`config.mk`:
```
export PLATFORM = sky130hd
export DESIGN_NAME = add64_seq_ctrl
export DESIGN_NICKNAME = d
export VERILOG_FILES = /design/src/rtl/add64_seq_ctrl.sv
export SDC_FILE = /design/constraint.sdc
export NUM_CORES = 1
export LEC_CHECK = 0
export CAP_MARGIN = 10
export CORE_AREA = 2 2 145 147
export CTS_CLUSTER_SIZE = 20
export DETAILED_ROUTE_END_ITERATION = 6
export DIE_AREA = 0 0 147 149
export PLACE_DENSITY = 0.72
export SYNTH_ARGS = -nofsm -noshare
export SYNTH_HDL_FRONTEND = slang
export SYNTH_SLANG_ARGS = --single-unit
```
`constraint.sdc`:
```
create_clock -name clk -period 18.5 [get_ports clk]
set_clock_uncertainty 0.05 [all_clocks]
set_input_delay 1.85 -clock clk [delete_from_list [all_inputs] [get_ports clk]]
set_output_delay 1.85 -clock clk [all_outputs]
set_load 0.005 [all_outputs]
```
`src/rtl/add64_seq_ctrl.sv`:
```
// Sequenced add/subtract unit: one shared SLICE_W-bit ripple adder stepped over
// NSLICE cycles, with a registered carry between slices.

module add16_ripple #(
   parameter int W = 16
) (
   input  logic [W-1:0] a,
   input  logic [W-1:0] b,
   input  logic         ci,
   output logic [W-1:0] s,
   output logic         co
);

   always_comb begin
      logic [W:0] c;
      c    = '0;
      s    = '0;
      c[0] = ci;
      for (int i = 0; i < W; i++) begin
         s[i]   = a[i] ^ b[i] ^ c[i];
         c[i+1] = (a[i] & b[i]) | (a[i] & c[i]) | (b[i] & c[i]);
      end
      co = c[W];
   end

endmodule

module add64_seq_ctrl #(
   parameter int WIDTH   = 64,
   parameter int SLICE_W = 16
) (
   input  logic             clk,
   input  logic             rst_n,
   input  logic             start,
   input  logic             op_sub,
   input  logic [WIDTH-1:0] a,
   input  logic [WIDTH-1:0] b,
   input  logic             c_in,
   output logic             ready,
   output logic             busy,
   output logic             done,
   output logic [WIDTH-1:0] sum,
   output logic             c_out,
   output logic             ovf
);

   localparam int NSLICE = WIDTH / SLICE_W;
   localparam int CNT_W  = (NSLICE > 1) ? $clog2(NSLICE) : 1;

   // Handshake: start is taken on any edge where ready=1; done is a one-cycle
   // result-valid pulse and ready is also high during that cycle.
   typedef enum logic [1:0] {
      S_IDLE = 2'd0,
      S_RUN  = 2'd1,
      S_DONE = 2'd2
   } state_t;

   state_t             state_q, state_d;
   logic [CNT_W-1:0]   cnt_q, cnt_d;
   logic               carry_q, carry_d;
   logic [WIDTH-1:0]   a_q, a_d;
   logic [WIDTH-1:0]   b_q, b_d;
   logic [WIDTH-1:0]   sum_q, sum_d;
   logic               c_out_q, c_out_d;
   logic               ovf_q, ovf_d;

   logic [SLICE_W-1:0] sl_a, sl_b, sl_s;
   logic               sl_co;
   logic               last_slice;

   // Mux the active slice of the latched operands into the shared adder.
   always_comb begin
      sl_a = '0;
      sl_b = '0;
      for (int i = 0; i < NSLICE; i++) begin
         if (int'(cnt_q) == i) begin
            sl_a = a_q[i*SLICE_W +: SLICE_W];
            sl_b = b_q[i*SLICE_W +: SLICE_W];
         end
      end
   end

   add16_ripple #(
      .W (SLICE_W)
   ) u_slice (
      .a  (sl_a),
      .b  (sl_b),
      .ci (carry_q),
      .s  (sl_s),
      .co (sl_co)
   );

   assign last_slice = (int'(cnt_q) == NSLICE - 1);

   always_comb begin
      state_d = state_q;
      cnt_d   = cnt_q;
      carry_d = carry_q;
      a_d     = a_q;
      b_d     = b_q;
      sum_d   = sum_q;
      c_out_d = c_out_q;
      ovf_d   = ovf_q;
      case (state_q)
         S_IDLE, S_DONE: begin
            if (start) begin
               // Subtract is folded into an add of ~b with carry-in 1.
               a_d     = a;
               b_d     = op_sub ? ~b : b;
               carry_d = op_sub ? 1'b1 : c_in;
               cnt_d   = '0;
               sum_d   = '0;
               c_out_d = 1'b0;
               ovf_d   = 1'b0;
               state_d = S_RUN;
            end else begin
               state_d = S_IDLE;
            end
         end
         S_RUN: begin
            for (int i = 0; i < NSLICE; i++) begin
               if (int'(cnt_q) == i) begin
                  sum_d[i*SLICE_W +: SLICE_W] = sl_s;
               end
            end
            carry_d = sl_co;
            if (last_slice) begin
               c_out_d = sl_co;
               ovf_d   = (a_q[WIDTH-1] == b_q[WIDTH-1]) &&
                         (sl_s[SLICE_W-1] != a_q[WIDTH-1]);
               cnt_d   = '0;
               state_d = S_DONE;
            end else begin
               cnt_d = cnt_q + CNT_W'(1);
            end
         end
         default: begin
            state_d = S_IDLE;
         end
      endcase
   end

   always_ff @(posedge clk or negedge rst_n) begin
      if (!rst_n) begin
         state_q <= S_IDLE;
         cnt_q   <= '0;
         carry_q <= 1'b0;
         a_q     <= '0;
         b_q     <= '0;
         sum_q   <= '0;
         c_out_q <= 1'b0;
         ovf_q   <= 1'b0;
      end else begin
         state_q <= state_d;
         cnt_q   <= cnt_d;
         carry_q <= carry_d;
         a_q     <= a_d;
         b_q     <= b_d;
         sum_q   <= sum_d;
         c_out_q <= c_out_d;
         ovf_q   <= ovf_d;
      end
   end

   assign ready = (state_q == S_IDLE) || (state_q == S_DONE);
   assign busy  = (state_q == S_RUN);
   assign done  = (state_q == S_DONE);
   assign sum   = sum_q;
   assign c_out = c_out_q;
   assign ovf   = ovf_q;

endmodule

```
==> results of run 1 <==
==> layout make-up <==
class | instances | area share
Multi-Input combinational cell | 747 | 0.334
Clock buffer | 24 | 0.0404
Timing Repair Buffer | 207 | 0.169
Sequential cell | 199 | 0.409
Clock inverter | 7 | 0.00576
Inverter | 40 | 0.0128
Tap cell | 275 | 0.0283
==> power groups by stage <==
stage	Sequential (mW)	Clock [mW]	Combinational, mW
CTS	0.736	0.361	1.21
floorplan	0.710	0	0.768
detailed placement	0.742	0	1.21
global route	0.758	0.379	1.33
finish	0.737	0.356	1.21
global placement	0.738	0	1.18
==> metal layers <==
metal | wire [um] | vias to the layer above | part of all wire | global-route usage
li1 | - | 3772 | - | -
met5 | 0 | - | 0 | 0
met1 | 11200 | 3739 | 0.44 | 0.349
met4 | 467 | 0 | 0.018 | 0.0630
met2 | 11600 | 322 | 0.46 | 0.366
met3 | 2040 | 41 | 0.081 | 0.0517
==> worst paths after layout <==
path / start / to / slack, ns
max: cnt_q[1] / ovf / 9.58
min: a_q[4] / a_q[4] / 0.43
max reg2reg: cnt_q[1] / ovf / 9.58
min reg2reg: a_q[4] / a_q[4] / 0.43
max in group asynchronous: rst_n / a_q[17] / 15.38
min in group asynchronous: rst_n / b_q[58] / 1.47
==> kinds of logic (layout without fill, tap and decap cells) <==
logic type / after synthesis / count (layout) / share of synthesized area
compound gates: 241 / 241 / 0.143
xor+xnor: 64 / 64 / 0.0580
fa+ha+maj: 20 / 20 / 0.0383
buf+inv: 122 / 278 / 0.0657
flops: 199 / 199 / 0.515
mux: 1 / 1 / 0.00104
simple gates: 421 / 421 / 0.178
==> Yosys cell counts, types with 2 or more instances <==
cell type and n:
nand2b_1 2, a22o_1 20, ha_1 4, buf_4 9
nand2_1 337, a221oi_1 2, dfrtp_1 199, o21ai_0 123
inv_1 39, o31ai_1 9, nand3b_1 4, and3b_1 3
o21ai_1 5, nor2b_1 4, buf_1 6, fa_1 16
a21oi_1 61, buf_2 25, xnor2_1 49, a22oi_1 10
clkbuf_1 29, nand3_1 68, xor2_1 15, buf_6 12
o21ai_2 10
==> flip-flops by register name (all words and copies together), names as in the netlist <==
register,flops
cnt_q,2
sum,64
carry_q,1
a_q,64
b_q,64
ovf,1
state_q,2
c_out,1
==> metrics by stage <==
step	instances	setup slack [ns]	util
4_1_cts	1499	9.55	0.592
5_1_grt	1499	9.05	0.592
2_1_floorplan	1068	10.39	-
3_5_place_dp	1468	9.59	0.564
6_report	1499	9.58	0.592
3_3_place_gp	1468	9.73	0.564
==> critical path, delay by kind of cell, from the launching register on <==
kind / cells / cell delay, ns
AO/OA/AOI/OAI: 4 / 0.65
flip-flops: 1 / 0.41
buffers and inverters: 5 / 0.42
adder cells (fa/ha/maj): 17 / 7.04
AND/OR/NAND/NOR: 1 / 0.20
==> reports/results.ini, run 1 <==
[logic_synthesis]
ys_seq_area_frac = 0.515
syn_inst = 1068
synth_fp_nets = 1221
synth-edff-count = 0
syn_area_per_cell_um2 = 9.05
ys_types = 32
yosysWarnings = 0
synth_top_flop_cell = dfrtp_1
ys_ff_latch = 199
yosysTopAreaCell = dfrtp_1
synthTopCellsByArea = dfrtp_1, nand2_1, o21ai_0, xnor2_1, nand3_1
syn_area_mm2 = 0.00966
async_flop_share = 1.00
yosys.area.top_type_share = 0.515

[min_path]
hp-class = reg -> reg
hold_path_depth = 2

[setup_path]
worstSetupPathType = reg -> reg
arrival_ns = 9.15
critical_path_required_ns = 18.73
cpMaxStageDelayCell = ha_2
path_common_cell = fa_1
worst_setup_path_end_kind = flip-flop
max_stage_delay_ns = 0.87
path_max_fanout = 65
start_kind = flip-flop
rr_worst_depth = 27

[drt]
drt_pass1_iterations = 5
postRouteWirelength_mm = 25.3
viasPerCell = 5.25
drt_iter0_markers = 686
avgRoutedWirePerCell_um = 16.9
postRouteAntennaNets = 0
vias = 7874
drc = 0

[sta]
hold_viol_final = 0
period_share = 0.482
rsz0062_at_grt = no
worst_hold_slack_ns = 0.428
tightest_slew_ns = 1.23
slew_headroom = 0.177
finalWorstPathRequiredPeriod_ns = 8.92
slew_viol_final = 0
fmax_mhz = 112
setup_violations = 0
setup_tns_ns = 0

[power_and_ir_drop]
netSwitchingPower_mw = 1.01
sequentialPowerShare = 0.320
peakVddDrop_mv = 0.161
p_comb_frac = 0.525
pwr-share-clk = 0.155
swShare = 0.441
power_mw = 2.30
power.leakage_nw = 5.52
p_per_area_mw_per_mm2 = 189
intPower_mw = 1.29

[layout]
num-fill-cells = 1830
final_cell_mix = nand2_1, dfrtp_1, clkdlybuf4s50_1, o21ai_0, nand3_1
drive_gt1_frac = 0.0441
seqCellArea_mm2 = 0.00498
diodes = 0
multi_input_comb_area_mm2 = 0.00406
nets = 1365
syn2layout_area_growth_pct = 25.9
postLayoutCellArea_mm2 = 0.0122
final_common_cell = nand2_1

[clock_tree]
cts_tree = built
clk_latency_ns = 0.44
cts.repair.resized = 0
cts_buffer_depth = 2
cts_hold_buffers = 0
clkSinkCount = 199
cts_setup_buffers = 0
h-tree-depth = 4
ctsRootBufferMaster = clkbuf_16
cts_made_buffers = 17
clkTransAtPathRegs_ns = 0.06

[global_route]
antenna_found_initial = 0
gr-total-overflow = 0
grt_pass1_vias = 7404
grt_usage = 0.239
grt_max_degree = 126
grt_pass1_wl_mm = 40.4

[placement]
portBuffers = 201
dp_hpwl_mm = 17.8
post_dp_cell_area_mm2 = 0.0116
place.gp.congestion = 0.805

[floorplan]
start_util = 0.470
die-area_mm2 = 0.0219
rows = 53
die_h_um = 149
die_width_um = 147
core_area_mm2 = 0.0206
ioPinCount = 202

[run]
cap_violations = 0

[status]
status = complete, no violations

No activity file was read; power rests on OpenSTA's default activity.
==> inputs of run 2 (changes only) <==
CORE_AREA = 2 2 147 149   (was 2 2 145 147)
DIE_AREA = 0 0 149 151   (was 0 0 147 149)
PLACE_DENSITY = 0.73   (was 0.72)
clock period = 8 ns   (was 18.5 ns; I/O delays follow)
==> run 2 against run 1 <==
Net effect:
- setup slack got worse by 9.2 ns
- flip-flop and latch count unchanged
- global-route usage decreased by 0.12 points
- register-to-register slack got worse by 9.2 ns
- critical endpoint unchanged
==> reports/results.ini, run 2 (synthesis gave the netlist of run 1 again) <==
[status]
status = complete, no violations

[placement]
dp_hpwl_mm = 18.6
place.gp.congestion = 0.807
post_dp_cell_area_mm2 = 0.0117
pre_cts_ws_ns = 0.0192
portBuffers = 201

[drt]
postRouteAntennaNets = 0
avgRoutedWirePerCell_um = 17.1
viasPerCell = 5.25
postRouteWirelength_mm = 25.8
vias = 7950
drt_pass1_iterations = 5
drt_iter0_markers = 690
drc = 0

[sta]
hold_viol_final = 0
worst_hold_slack_ns = 0.321
slew_viol_final = 0
setup_ws_ns = 0.366
setup_violations = 0
setup_tns_ns = 0
fmax_mhz = 131
slew_headroom = 0.315
rsz0062_at_grt = no
finalWorstPathRequiredPeriod_ns = 7.63
tightest_slew_ns = 1.03
period_share = 0.954

[floorplan]
die-area_mm2 = 0.0225
die_width_um = 149
ioPinCount = 202
core_area_mm2 = 0.0208
die_h_um = 151
start_util = 0.464
rows = 53

[setup_path]
arrival_ns = 7.88
max_stage_delay_ns = 0.49
path_common_cell = fa_1
critical_path_required_ns = 8.25
rr_worst_depth = 28
rr_endpoint = ovf
rrSetupSlack_ns = 0.37
path_max_fanout = 9
worstSetupPathType = reg -> reg
worst_setup_path_end_kind = flip-flop
worstSetupStartpoint = cnt_q[1]
start_kind = flip-flop
crit_end = ovf
cpMaxStageDelayCell = fa_1
reg2reg_from = cnt_q[1]

[global_route]
grt_pass1_vias = 7530
grt_usage = 0.238
grt_max_degree = 113
gr-total-overflow = 0
antenna_found_initial = 0
grt_pass1_wl_mm = 41.0

[layout]
postLayoutCellArea_mm2 = 0.0124
diodes = 0
syn2layout_area_growth_pct = 28.1
nets = 1378
final_cell_mix = nand2_1, clkdlybuf4s50_1, dfrtp_1, o21ai_0, nand3_1
final_common_cell = nand2_1
drive_gt1_frac = 0.0654
num-fill-cells = 1816

[power_and_ir_drop]
power_mw = 5.50
power.leakage_nw = 5.63
peakVddDrop_mv = 0.271
p_per_area_mw_per_mm2 = 445

[clock_tree]
cts_tree = built
clk_latency_ns = 0.44
cts_hold_buffers = 0
cts_made_buffers = 17
ctsRootBufferMaster = clkbuf_16
h-tree-depth = 4
clkTransAtPathRegs_ns = 0.07
cts_buffer_depth = 2
clkSinkCount = 199

[min_path]
hp-class = in -> async

[run]
cap_violations = 0

[run 2: critical path: cells and delay by family (launching register included)]
kind	cells	cell delay [ns]
and+or+nand+nor	1	0.17
adders and majority gates	17	5.87
AOI/OAI and AO/OA	5	0.61
DFF	1	0.43
buffers and inverters	5	0.37
[run 2: worst min-delay path by stage]
stage / end / slack, ns / cells after the start
floorplan: a_q[0] / 0.40 / 2
global placement: a_q[58] / 0.41 / 2
detailed placement: a_q[24] / 0.41 / 2
CTS: b_q[10] / 0.36 / 1
global route: b_q[21] / 0.37 / 1
finish: b_q[10] / 0.32 / 1
[run 2: where the power goes]
| part | switching (mW) | internal, mW |
|---|---|---|
| Combinational | 1.71 | 1.14 |
| Clock | 0.400 | 0.520 |
| Sequential | 0.278 | 1.45 |
| Total | 2.38 | 3.12 |
[run 2: through the flow]
stage | instances | util
finish | 1513 | 0.594
global placement | 1480 | 0.561
floorplan | 1068 | -
CTS | 1513 | 0.592
detailed placement | 1480 | 0.561
global route | 1513 | 0.594
[run 2: metal layers]
metal / share of wire / up-vias / global-route usage
li1: - / 3821 / -
met1: 0.45 / 3777 / 0.346
met2: 0.46 / 315 / 0.364
met3: 0.072 / 37 / 0.0446
met4: 0.022 / 0 / 0.0719
met5: 0 / - / 0
[run 2: cell type report]
cell class              count  area, um2  area share
clock buffers              19        453      0.0366
multi-input cells         747       4100       0.332
inverters                  40        155      0.0125
flip-flops and latches    199       4980       0.403
repair buffers            220       2160       0.174
clock inverters            13        180      0.0146
well taps                 275        344      0.0278
[run 2: timing repair]
item	4_1_cts	5_1_grt
gates resized for setup	0	12
pin swaps	0	0
setup endpoints to repair	1	5
buffers inserted	1	0
